[config.mk]
export PLATFORM = sky130hd
export DESIGN_NAME = fetch_unit
export DESIGN_NICKNAME = d
export VERILOG_FILES = /design/src/rtl/riscv_pkg.sv /design/src/rtl/fetch_pc_reg.sv /design/src/rtl/fetch_unit.sv
export SDC_FILE = /design/constraint.sdc
export NUM_CORES = 1
export LEC_CHECK = 0
export CORE_MARGIN = 2
export CORE_UTILIZATION = 50
export CTS_BUF_LIST = sky130_fd_sc_hd__clkbuf_4
export DETAILED_ROUTE_END_ITERATION = 8
export PLACE_DENSITY = 0.88
export SYNTH_ARGS = -nofsm -noshare
export SYNTH_HDL_FRONTEND = slang
export SYNTH_SLANG_ARGS = --single-unit
[constraint.sdc]
create_clock -name clk -period 4.3 [get_ports clk]
set_input_delay 0.86 -clock clk [delete_from_list [all_inputs] [get_ports clk]]
set_output_delay 0.86 -clock clk [all_outputs]
set_load 0.05 [all_outputs]
[src/rtl/riscv_pkg.sv]
// Shared RISC-V front-end types and constants.
// Fetch FSM encoding, default boot address and canonical NOP.
package riscv_pkg;

  typedef enum logic [1:0] {
    ST_BOOT,
    ST_FETCH,
    ST_FAULT
  } fetch_state_e;

  localparam logic [31:0] RESET_PC_DEFAULT = 32'h0000_0000;
  localparam logic [31:0] NOP = 32'h0000_0013;

endpackage

[src/rtl/fetch_pc_reg.sv]
// Program counter register.
// Priority: reset, redirect load, sequential increment, hold.
module fetch_pc_reg #(
  parameter logic [31:0] RESET_PC = 32'h0000_0000
) (
  input  logic        clk,
  input  logic        rst,
  input  logic        load,
  input  logic [31:0] load_pc,
  input  logic        inc,
  output logic [31:0] pc
);

  always_ff @(posedge clk) begin
    if (rst) begin
      pc <= RESET_PC;
    end else if (load) begin
      pc <= load_pc;
    end else if (inc) begin
      pc <= pc + 32'd4;
    end
  end

endmodule

[src/rtl/fetch_unit.sv]
// Instruction fetch stage: boots, fetches sequentially with
// valid/ready backpressure and redirects, traps bad addresses.
module fetch_unit
  import riscv_pkg::*;
#(
  parameter logic [31:0] RESET_PC   = RESET_PC_DEFAULT,
  parameter int          IMEM_WORDS = 256
) (
  input  logic        clk,
  input  logic        rst,
  output logic [31:0] PC_Out,
  input  logic [31:0] instruction,
  input  logic        redirect_valid,
  input  logic [31:0] redirect_pc,
  output logic        out_valid,
  input  logic        out_ready,
  output logic [31:0] out_instr,
  output logic [31:0] out_pc,
  output logic        fault,
  output logic [31:0] fault_pc,
  output logic [31:0] fetch_count
);

  localparam logic [32:0] PC_LIMIT = 33'(IMEM_WORDS) * 33'd4;

  fetch_state_e state, state_nxt;
  logic [31:0]  pc;
  logic         pc_ok;
  logic         capture;
  logic         go_fault;
  logic         drop;
  logic         pc_load;
  logic         pc_inc;

  fetch_pc_reg #(
    .RESET_PC(RESET_PC)
  ) u_pc (
    .clk    (clk),
    .rst    (rst),
    .load   (pc_load),
    .load_pc(redirect_pc),
    .inc    (pc_inc),
    .pc     (pc)
  );

  assign PC_Out = pc;
  assign pc_ok  = ({1'b0, pc} < PC_LIMIT) &&
                  (pc[1:0] == 2'b00);

  always_ff @(posedge clk) begin
    if (rst) state <= ST_BOOT;
    else     state <= state_nxt;
  end

  always_comb begin
    state_nxt = state;
    capture   = 1'b0;
    go_fault  = 1'b0;
    drop      = 1'b0;
    pc_load   = 1'b0;
    pc_inc    = 1'b0;
    unique case (state)
      ST_BOOT: begin
        state_nxt = ST_FETCH;
        pc_load   = redirect_valid;
      end
      ST_FETCH: begin
        if (redirect_valid) begin
          pc_load = 1'b1;
          drop    = 1'b1;
        end else if (!out_valid || out_ready) begin
          if (pc_ok) begin
            capture = 1'b1;
            pc_inc  = 1'b1;
          end else begin
            go_fault  = 1'b1;
            state_nxt = ST_FAULT;
          end
        end
      end
      ST_FAULT: state_nxt = ST_FAULT;
      default:  state_nxt = ST_BOOT;
    endcase
  end

  always_ff @(posedge clk) begin
    if (rst) begin
      out_valid   <= 1'b0;
      out_instr   <= '0;
      out_pc      <= '0;
      fault       <= 1'b0;
      fault_pc    <= '0;
      fetch_count <= '0;
    end else begin
      if (capture) begin
        out_instr   <= instruction;
        out_pc      <= pc;
        out_valid   <= 1'b1;
        fetch_count <= fetch_count + 32'd1;
      end else if (drop || go_fault) begin
        out_valid <= 1'b0;
      end
      if (go_fault) begin
        fault    <= 1'b1;
        fault_pc <= pc;
      end
    end
  end

endmodule

==> impl_metrics.toml, run 1 <==
[floorplan]
die_y_um = 117
start_util_pct = 50.9
chipWidth_um = 117
die-area_um2 = 13700
core_area_um2 = 12500
rows = 41
num_io_pins = 230

[synth]
syn_area_um2 = 6370
avgSynthCellArea_um2 = 8.78
synth_flop_cell = "dfxtp_1"
ys_seq_elements = 164
synth_edf_count = 0
yosys-top-cells-area = "dfxtp_1 52%, nand2_1 8.4%, a21oi_1 6.3%"
synth_cell_type_count = 41
yosys_warnings = 0
synth.net_count = 798
yosysTopAreaCell = "dfxtp_1"
synthCells = 725
async_flop_share_pct = 0
synth_top_area_share_pct = 51.6
yosysSeqAreaShare_pct = 51.6

[clock_tree]
numClockSinks = 164
clk_latency_ns = 0.54
cts_setup_buffers = 0
cts_buffers = 17
htreeDepth = 4
cts_tree = "done"
cts_max_path_buffers = 2
ctsHoldBuffers = 0
cts_root_buf = "clkbuf_4"
clk_pin_slew_ns = 0.13
ctsResizeCount = 0

[pwr]
clockPowerShare_pct = 21.8
intPower_uw = 2310
p_per_area_nw_per_um2 = 410
seqPwrFrac_pct = 47.1
leakage_uw = 0.00332
swShare_pct = 37.7
ir_drop_uv = 300
combPwrFrac_pct = 31.1
p_sw_uw = 1400

[routing]
vias = 5766
via_per_inst = 5.13
drc = 0
firstDrtPassIters = 4
ant_nets = 0
wl_mm = 17.1
drt_iter0_drc = 353
wl_per_cell_um = 15.2

[global_routing]
antenna_found_initial = 0
grtUsageTotal_pct = 25.2
grt_pass1_wl_mm = 26.8
first_global_vias = 5348
grt_overflow_total = 0
grt_max_degree = 76

[timing]
period_share_pct = 67.0
tightest_slew_ns = 1.04
drv_slew = 0
setup_violations = 0
slew_headroom_pct = 30.6
setup-tns-final_ns = 0
fin_skew_ns = 0.0115
rsz0062_at_grt = "no"
max_freq_mhz = 347
hold_viol = 0
min_period_ns = 2.88

[finish]
diodes = 0
drive_gt1_share_pct = 6.41
area_delta_synth_final_pct = 41.9
stdcell_area_um2 = 9040
fin_nets = 1011
final_common_cell = "clkdlybuf4s50_1"
final_cell_mix = "228 x clkdlybuf4s50_1, 164 x dfxtp_1, 143 x nand2_1, 80 x a21oi_1, 71 x nor2_1"
utilization_pct = 72.2

[critical_path]
critPathArrivalTime_ns = 3.31
path_class = "reg -> reg"
cp-end-kind = "register"
cp_cell_sequence = "nor4_1, nand2_1, o21ai_4, buf_4, mux2i_1, nor2_1"
slowest_stage = "o21ai_4"
required_ns = 4.73
crit_path_start_kind = "register"
worst-path-max-fanout = 24
slowest_delay_ns = 0.90

[run]
cap_violations = 0

[placement]
gp_congestion = 0.809
dp_hpwl_mm = 12.1
port-buffer-count = 229
dpl_cell_area_um2 = 8790

[min_path]
hold_path.class = "reg -> reg"

[outcome]
status = "finished clean"
-- through the flow --
| stage | hold slack, ns | setup slack (ns) | cells | total power [uW] |
|---|---|---|---|---|
| after floorplan | 0.452 | 1.96 | 725 | 2520 |
| after detailed placement | 0.444 | 1.19 | 1091 | 2930 |
| after global placement | 0.436 | 1.21 | 1091 | 2910 |
| final | 0.462 | 1.42 | 1123 | 3700 |
| after global routing | 0.482 | 1.19 | 1123 | 3890 |
| after CTS | 0.463 | 1.35 | 1123 | 3730 |
-- power groups by stage --
stage | clock network (uW) | logic, uW | registers, uW
after global routing | 901 | 1230 | 1760
after global placement | 0 | 1140 | 1770
after CTS | 834 | 1160 | 1750
final | 807 | 1150 | 1750
after floorplan | 0 | 457 | 2070
after detailed placement | 0 | 1150 | 1780
-- worst max-delay path, delay by kind of cell (launching register included) --
family          cells  cell delay [ns]
compound gates      1             0.90
mux                 1             0.21
simple gates        3             0.91
buf+inv             1             0.36
flops               1             0.36
-- final cells by class --
| cell class | count | area (um2) |
|---|---|---|
| flip-flops and latches | 164 | 3280 |
| clock buffers | 17 | 128 |
| fillers | 980 | 3480 |
| multi-input cells | 507 | 2890 |
| repair buffers | 238 | 2370 |
| well taps | 172 | 215 |
| inverters | 10 | 37.5 |
| clock inverters | 15 | 116 |
-- sequential cells by signal, summed over array words and instances (netlist names) --
register and cells:
fetch_count 32, state 2, out_valid 1, fault_pc 32, out_instr 32, out_pc 32
u_pc.pc 32, fault 1
-- cells by family (layout without fill, tap and decap cells) --
| group | after synthesis | in the layout | synth area share (%) |
|---|---|---|---|
| fa+ha+maj | 5 | 5 | 0.983 |
| flops | 164 | 164 | 51.6 |
| buf+inv | 54 | 280 | 3.34 |
| simple gates | 337 | 337 | 25.8 |
| compound gates | 108 | 108 | 9.32 |
| xor+xnor | 10 | 10 | 1.38 |
| mux | 47 | 47 | 7.63 |
-- cell usage after synthesis (all sizes together) (2+ instances only) --
master and number:
nor4 20, dfxtp 164, a211oi 6, or4 4
and2 26, mux2i 35, nand4 11, nand2 143
nand3 18, mux2 12, buf 11, nor2 71
ha 5, inv 10, nor3 8, clkbuf 33
nor2b 12, o21ai 11, nand2b 7, or3 7
o31ai 3, and4 4, and3 6, a21oi 80
xor2 2, xnor2 8
-- worst paths after layout --
check	endpoint	cells after the start	slack [ns]	start
worst max-delay path	fault_pc[0]	6	1.42	u_pc.pc[18]
worst min-delay path	out_instr[25]	2	0.46	out_instr[25]
worst max register to register	fault_pc[0]	6	1.42	u_pc.pc[18]
worst min register to register	out_instr[25]	2	0.46	out_instr[25]
-- metal layers --
layer / routed length (um) / global-route usage, % / up-vias
met4: 325 / 9.96 / 0
met2: 8600 / 41.9 / 183
met3: 1240 / 8.81 / 21
met1: 6900 / 30.1 / 2690
li1: - / - / 2872
met5: 0 / 0 / -
Note: power is estimated with default switching activity, not from simulation.
==> run 2, diff against run 1 <==
--- a/config.mk
+++ b/config.mk
@@ -6,10 +6,10 @@
 export NUM_CORES = 1
 export LEC_CHECK = 0
 export CORE_MARGIN = 2
-export CORE_UTILIZATION = 50
+export CORE_UTILIZATION = 46
 export CTS_BUF_LIST = sky130_fd_sc_hd__clkbuf_4
 export DETAILED_ROUTE_END_ITERATION = 8
-export PLACE_DENSITY = 0.88
+export PLACE_DENSITY = 0.82
 export SYNTH_ARGS = -nofsm -noshare
 export SYNTH_HDL_FRONTEND = slang
 export SYNTH_SLANG_ARGS = --single-unit
==> constraint.sdc (replaced) <==
create_clock -name clk -period 3 [get_ports clk]
set_input_delay 0.6 -clock clk [delete_from_list [all_inputs] [get_ports clk]]
set_output_delay 0.6 -clock clk [all_outputs]
set_load 0.05 [all_outputs]
==> run 2 against run 1 <==
Flip-flop and latch count unchanged. Setup slack got worse by 1.0 ns. Clock power increased by 69%. Die area grew 8.4%. First-iteration DRC count rose by 24%. Clock skew increased by 0.0025 ns. Global-route usage shrank 0.19 points. Power grew 50%. Utilization down 3.9 points. Clock-buffer cell count rose by 1. Sequential power increased by 43%. Critical endpoint is now PC_Out[5]. Largest cell class unchanged. Highest routed layer unchanged.
==> impl_metrics.toml, run 2 (synthesized netlist as in run 1, its figures left out) <==
[critical_path]
slowest_stage = "clkdlybuf4s50_1"
worst-path-buf-inv = 1
crit_path_start_kind = "register"
critPathArrivalTime_ns = 2.00
slowest_delay_ns = 0.91
cp-end-kind = "output port"
cp_cell_sequence = "clkdlybuf4s50_1"
path_class = "reg -> out"
crit_family = "buffers and inverters"
required_ns = 2.40
worst-path-max-fanout = 8

[pwr]
seqPwrFrac_pct = 45.0
combPwrFrac_pct = 30.6
p_per_area_nw_per_um2 = 608
leakage_uw = 0.00338
p_sw_uw = 2050
ir_drop_uv = 442
intPower_uw = 3520
clockPowerShare_pct = 24.4
swShare_pct = 36.8

[routing]
firstDrtPassIters = 5
drt_iter0_drc = 437
highest_layer = "met4"
route.met3.wl_mm = 1.40
vias = 5818
drc = 0
wl_met2_mm = 8.82
via_per_inst = 5.14
wl_per_cell_um = 15.9
met1_length_mm = 7.29
wl_mm = 18.0
ant_nets = 0

[timing]
slew_headroom_pct = 24.7
fin_ws_ns = 0.401
tightest_slew_ns = 1.12
period_share_pct = 86.6
max_freq_mhz = 385
hold_viol = 0
setup_violations = 0
drv_slew = 0
setup-tns-final_ns = 0
fin_skew_ns = 0.0140
min_period_ns = 2.60
rsz0062_at_grt = "no"

[clock_tree]
cts_root_buf = "clkbuf_4"
cts_setup_buffers = 0
ctsResizeCount = 0
cts_tree = "done"
cts_max_path_buffers = 2
clk_latency_ns = 0.57
clk_pin_slew_ns = 0.13
htreeDepth = 4
ctsHoldBuffers = 0
numClockSinks = 164
cts_buffers = 17

[global_routing]
grt_overflow_total = 0
grt_max_degree = 86
grt_pass1_wl_mm = 28.9
antenna_found_initial = 1
grtUsageTotal_pct = 25.0
first_global_vias = 5610

[outcome]
status = "finished clean"

[floorplan]
start_util_pct = 47.5
chipWidth_um = 122
rows = 42
core_area_um2 = 13400
die_y_um = 122
die-area_um2 = 14800
num_io_pins = 230

[finish]
final_common_cell = "clkdlybuf4s50_1"
instances_no_fill = 1132
fin_nets = 1015
area_delta_synth_final_pct = 43.7
drive_gt1_share_pct = 7.02
final_cell_mix = "228 x clkdlybuf4s50_1, 164 x dfxtp_1, 143 x nand2_1, 80 x a21oi_1, 71 x nor2_1"
stdcell_area_um2 = 9150

[placement]
pre_cts_slack_ns = 0.159
placed_cells = 1099
port-buffer-count = 229
gp_congestion = 0.832
dp_hpwl_mm = 12.7
dpl_cell_area_um2 = 8850

[run]
cap_violations = 0

[min_path]
hold_path.class = "reg -> reg"
==> run 2: final timing paths <==
check | from | to | slack (ns) | cells after the start
worst min register to register | out_instr[18] | out_instr[18] | 0.46 | 2
worst min-delay path | out_instr[18] | out_instr[18] | 0.46 | 2
worst max register to register | u_pc.pc[18] | fetch_count[28] | 0.49 | 5
worst max-delay path | u_pc.pc[5] | PC_Out[5] | 0.40 | 1
==> run 2: power groups by stage <==
stage / registers [uW] / clock network [uW] / logic [uW]
2_1_floorplan: 2960 / 0 / 655
3_5_place_dp: 2550 / 0 / 1710
3_3_place_gp: 2540 / 0 / 1690
4_1_cts: 2500 / 1400 / 1710
6_report: 2500 / 1360 / 1710
5_1_grt: 2530 / 1500 / 1820
==> run 2: final cells by class <==
| type | count | area (um2) |
|---|---|---|
| inverters | 10 | 37.5 |
| repair buffers | 242 | 2410 |
| well taps | 176 | 220 |
| diodes | 1 | 2.50 |
| clock buffers | 18 | 135 |
| flip-flops and latches | 164 | 3280 |
| fillers | 1123 | 4250 |
| multi-input cells | 507 | 2890 |
| clock inverters | 14 | 161 |
==> run 2: metal layers <==
metal / up-vias / GRT usage [%]
li1: 2886 / -
met1: 2713 / 29.2
met2: 188 / 42.3
met3: 31 / 8.52
met4: 0 / 10.1
met5: - / 0
==> run 2: per-stage QoR <==
stage | utilization [%] | hold slack (ns) | total power (uW)
global route | 68.3 | 0.477 | 5840
global placement | 66.0 | 0.432 | 4230
detailed placement | 66.0 | 0.443 | 4260
floorplan | - | 0.452 | 3620
CTS | 68.2 | 0.463 | 5610
finish | 68.3 | 0.462 | 5570
==> run 3, diff against run 2 <==
--- a/config.mk
+++ b/config.mk
@@ -5,6 +5,7 @@
 export SDC_FILE = /design/constraint.sdc
 export NUM_CORES = 1
 export LEC_CHECK = 0
+export CORE_ASPECT_RATIO = 1.2
 export CORE_MARGIN = 2
 export CORE_UTILIZATION = 46
 export CTS_BUF_LIST = sky130_fd_sc_hd__clkbuf_4
==> run 3 against run 2 <==
Sequential share of layout area grew 0.25 points. Clock power shrank 15%. Combinational power shrank 2%. Via count shrank 1.4%. Critical path depth is the same. Global-route usage shrank 1.7 points. First-iteration DRC count shrank 38%. Final area shrank 0.70%. Sequential power is essentially flat. Final cell count shrank 0.44%. Non-clock buffer count grew 1. Clock-buffer cell count shrank 1. Critical endpoint is now PC_Out[4]. Highest routed layer is now met5.
==> impl_metrics.toml, run 3 (synthesized netlist as in run 1, its figures left out) <==
[global_routing]
grt_pass1_wl_mm = 27.8
grt_use_met3_pct = 9.34
top_usage_layer = "met2"
use_met2_pct = 38.2
grt_max_degree = 61
antenna_found_initial = 4
grt_overflow_total = 0
first_global_vias = 5447
grtUsageTotal_pct = 23.3
use_met1_pct = 27.9

[timing]
fin_ws_ns = 0.447
tightest_slew_ns = 1.20
slew_headroom_pct = 20.0
period_share_pct = 85.1
rsz0062_at_grt = "no"
setup-tns-final_ns = 0
setup_violations = 0
min_period_ns = 2.55
fin_skew_ns = 0.0209
hold_viol = 0
fin_hold_ws_ns = 0.459
max_freq_mhz = 392
drv_slew = 0

[clock_tree]
cts_setup_buffers = 0
numClockSinks = 164
cts_root_buf = "clkbuf_4"
ctsHoldBuffers = 0
clk_latency_ns = 0.56
htreeDepth = 4
clk_pin_slew_ns = 0.14
cts_buffers = 17
cts_tree = "done"
ctsResizeCount = 0
cts_max_path_buffers = 2

[placement]
dpl_cell_area_um2 = 8840
dp_hpwl_mm = 12.3
port-buffer-count = 229
pre_cts_slack_ns = 0.261
gp_congestion = 0.795

[floorplan]
chipWidth_um = 111
num_io_pins = 230
core_area_um2 = 13600
start_util_pct = 46.7
die-area_um2 = 14800
die_y_um = 133
rows = 47

[routing]
drt_iter0_drc = 269
via_per_inst = 5.09
firstDrtPassIters = 4
wl_mm = 17.3
ant_nets = 0
vias = 5736
wl_per_cell_um = 15.4
drc = 0

[finish]
drive_gt1_share_pct = 6.92
area_delta_synth_final_pct = 42.7
nFillCells = 1123
final_common_cell = "clkdlybuf4s50_1"
final_cell_mix = "228 x clkdlybuf4s50_1, 164 x dfxtp_1, 143 x nand2_1, 80 x a21oi_1, 71 x nor2_1"
multi_input_area_um2 = 2890
fin_nets = 1016
regArea_um2 = 3280
stdcell_area_um2 = 9080

[critical_path]
r2r_slack_ns = 0.51
r2r-start = "u_pc.pc[18]"
path_class = "reg -> out"
reg2reg_depth = 6
rr_endpoint = "fault_pc[28]"
crit_path_start_kind = "register"
cp_cell_sequence = "clkdlybuf4s50_1"
critPathArrivalTime_ns = 1.95
crit_start = "u_pc.pc[4]"
slowest_delay_ns = 0.87
crit_family = "buffers and inverters"
slowest_stage = "clkdlybuf4s50_1"
worst-path-buf-inv = 1
required_ns = 2.40
cp.depth = 1
worst-path-max-fanout = 8
cp-end-kind = "output port"

[pwr]
leakage_uw = 0.00337
p_per_area_nw_per_um2 = 586
ir_drop_uv = 443
total_power_uw = 5320

[min_path]
hold_path.class = "reg -> reg"
worstHoldStart = "fault"
hold_path_depth = 2
holdPathEnd = "fault"

[run]
cap_violations = 0

[outcome]
status = "finished clean"
[run 3: report_power, final]
part | internal, uW | switching [uW]
clock | 400 | 759
combinational | 603 | 1070
sequential | 2320 | 167
[run 3: how the worst max path moves through the flow]
stage | end | slack, ns
finish | PC_Out[4] | 0.45
global route | fault_pc[28] | 0.32
CTS | PC_Out[4] | 0.40
detailed placement | out_pc[16] | 0.26
global placement | out_pc[27] | 0.27
floorplan | fetch_count[18] | 0.66
[run 3: final cells by class]
type,instances,area share (%)
Clock buffer,17,1.41
Multi-Input combinational cell,507,31.8
Clock inverter,13,1.20
Sequential cell,164,36.1
Inverter,10,0.413
Tap cell,171,2.36
Timing Repair Buffer,243,26.6
Antenna cell,2,0.0551
[run 3: per-layer routing]
layer | routed length (um) | vias up
met5 | 27 | -
met1 | 7290 | 2652
met3 | 1270 | 28
met2 | 8410 | 168
met4 | 350 | 4
li1 | - | 2884
[run 3: stage by stage]
stage / std cells / utilization (%)
3_3_place_gp: 1095 / 64.8
5_1_grt: 1126 / 66.6
4_1_cts: 1125 / 66.5
2_1_floorplan: 725 / -
6_report: 1127 / 66.6
3_5_place_dp: 1095 / 64.8
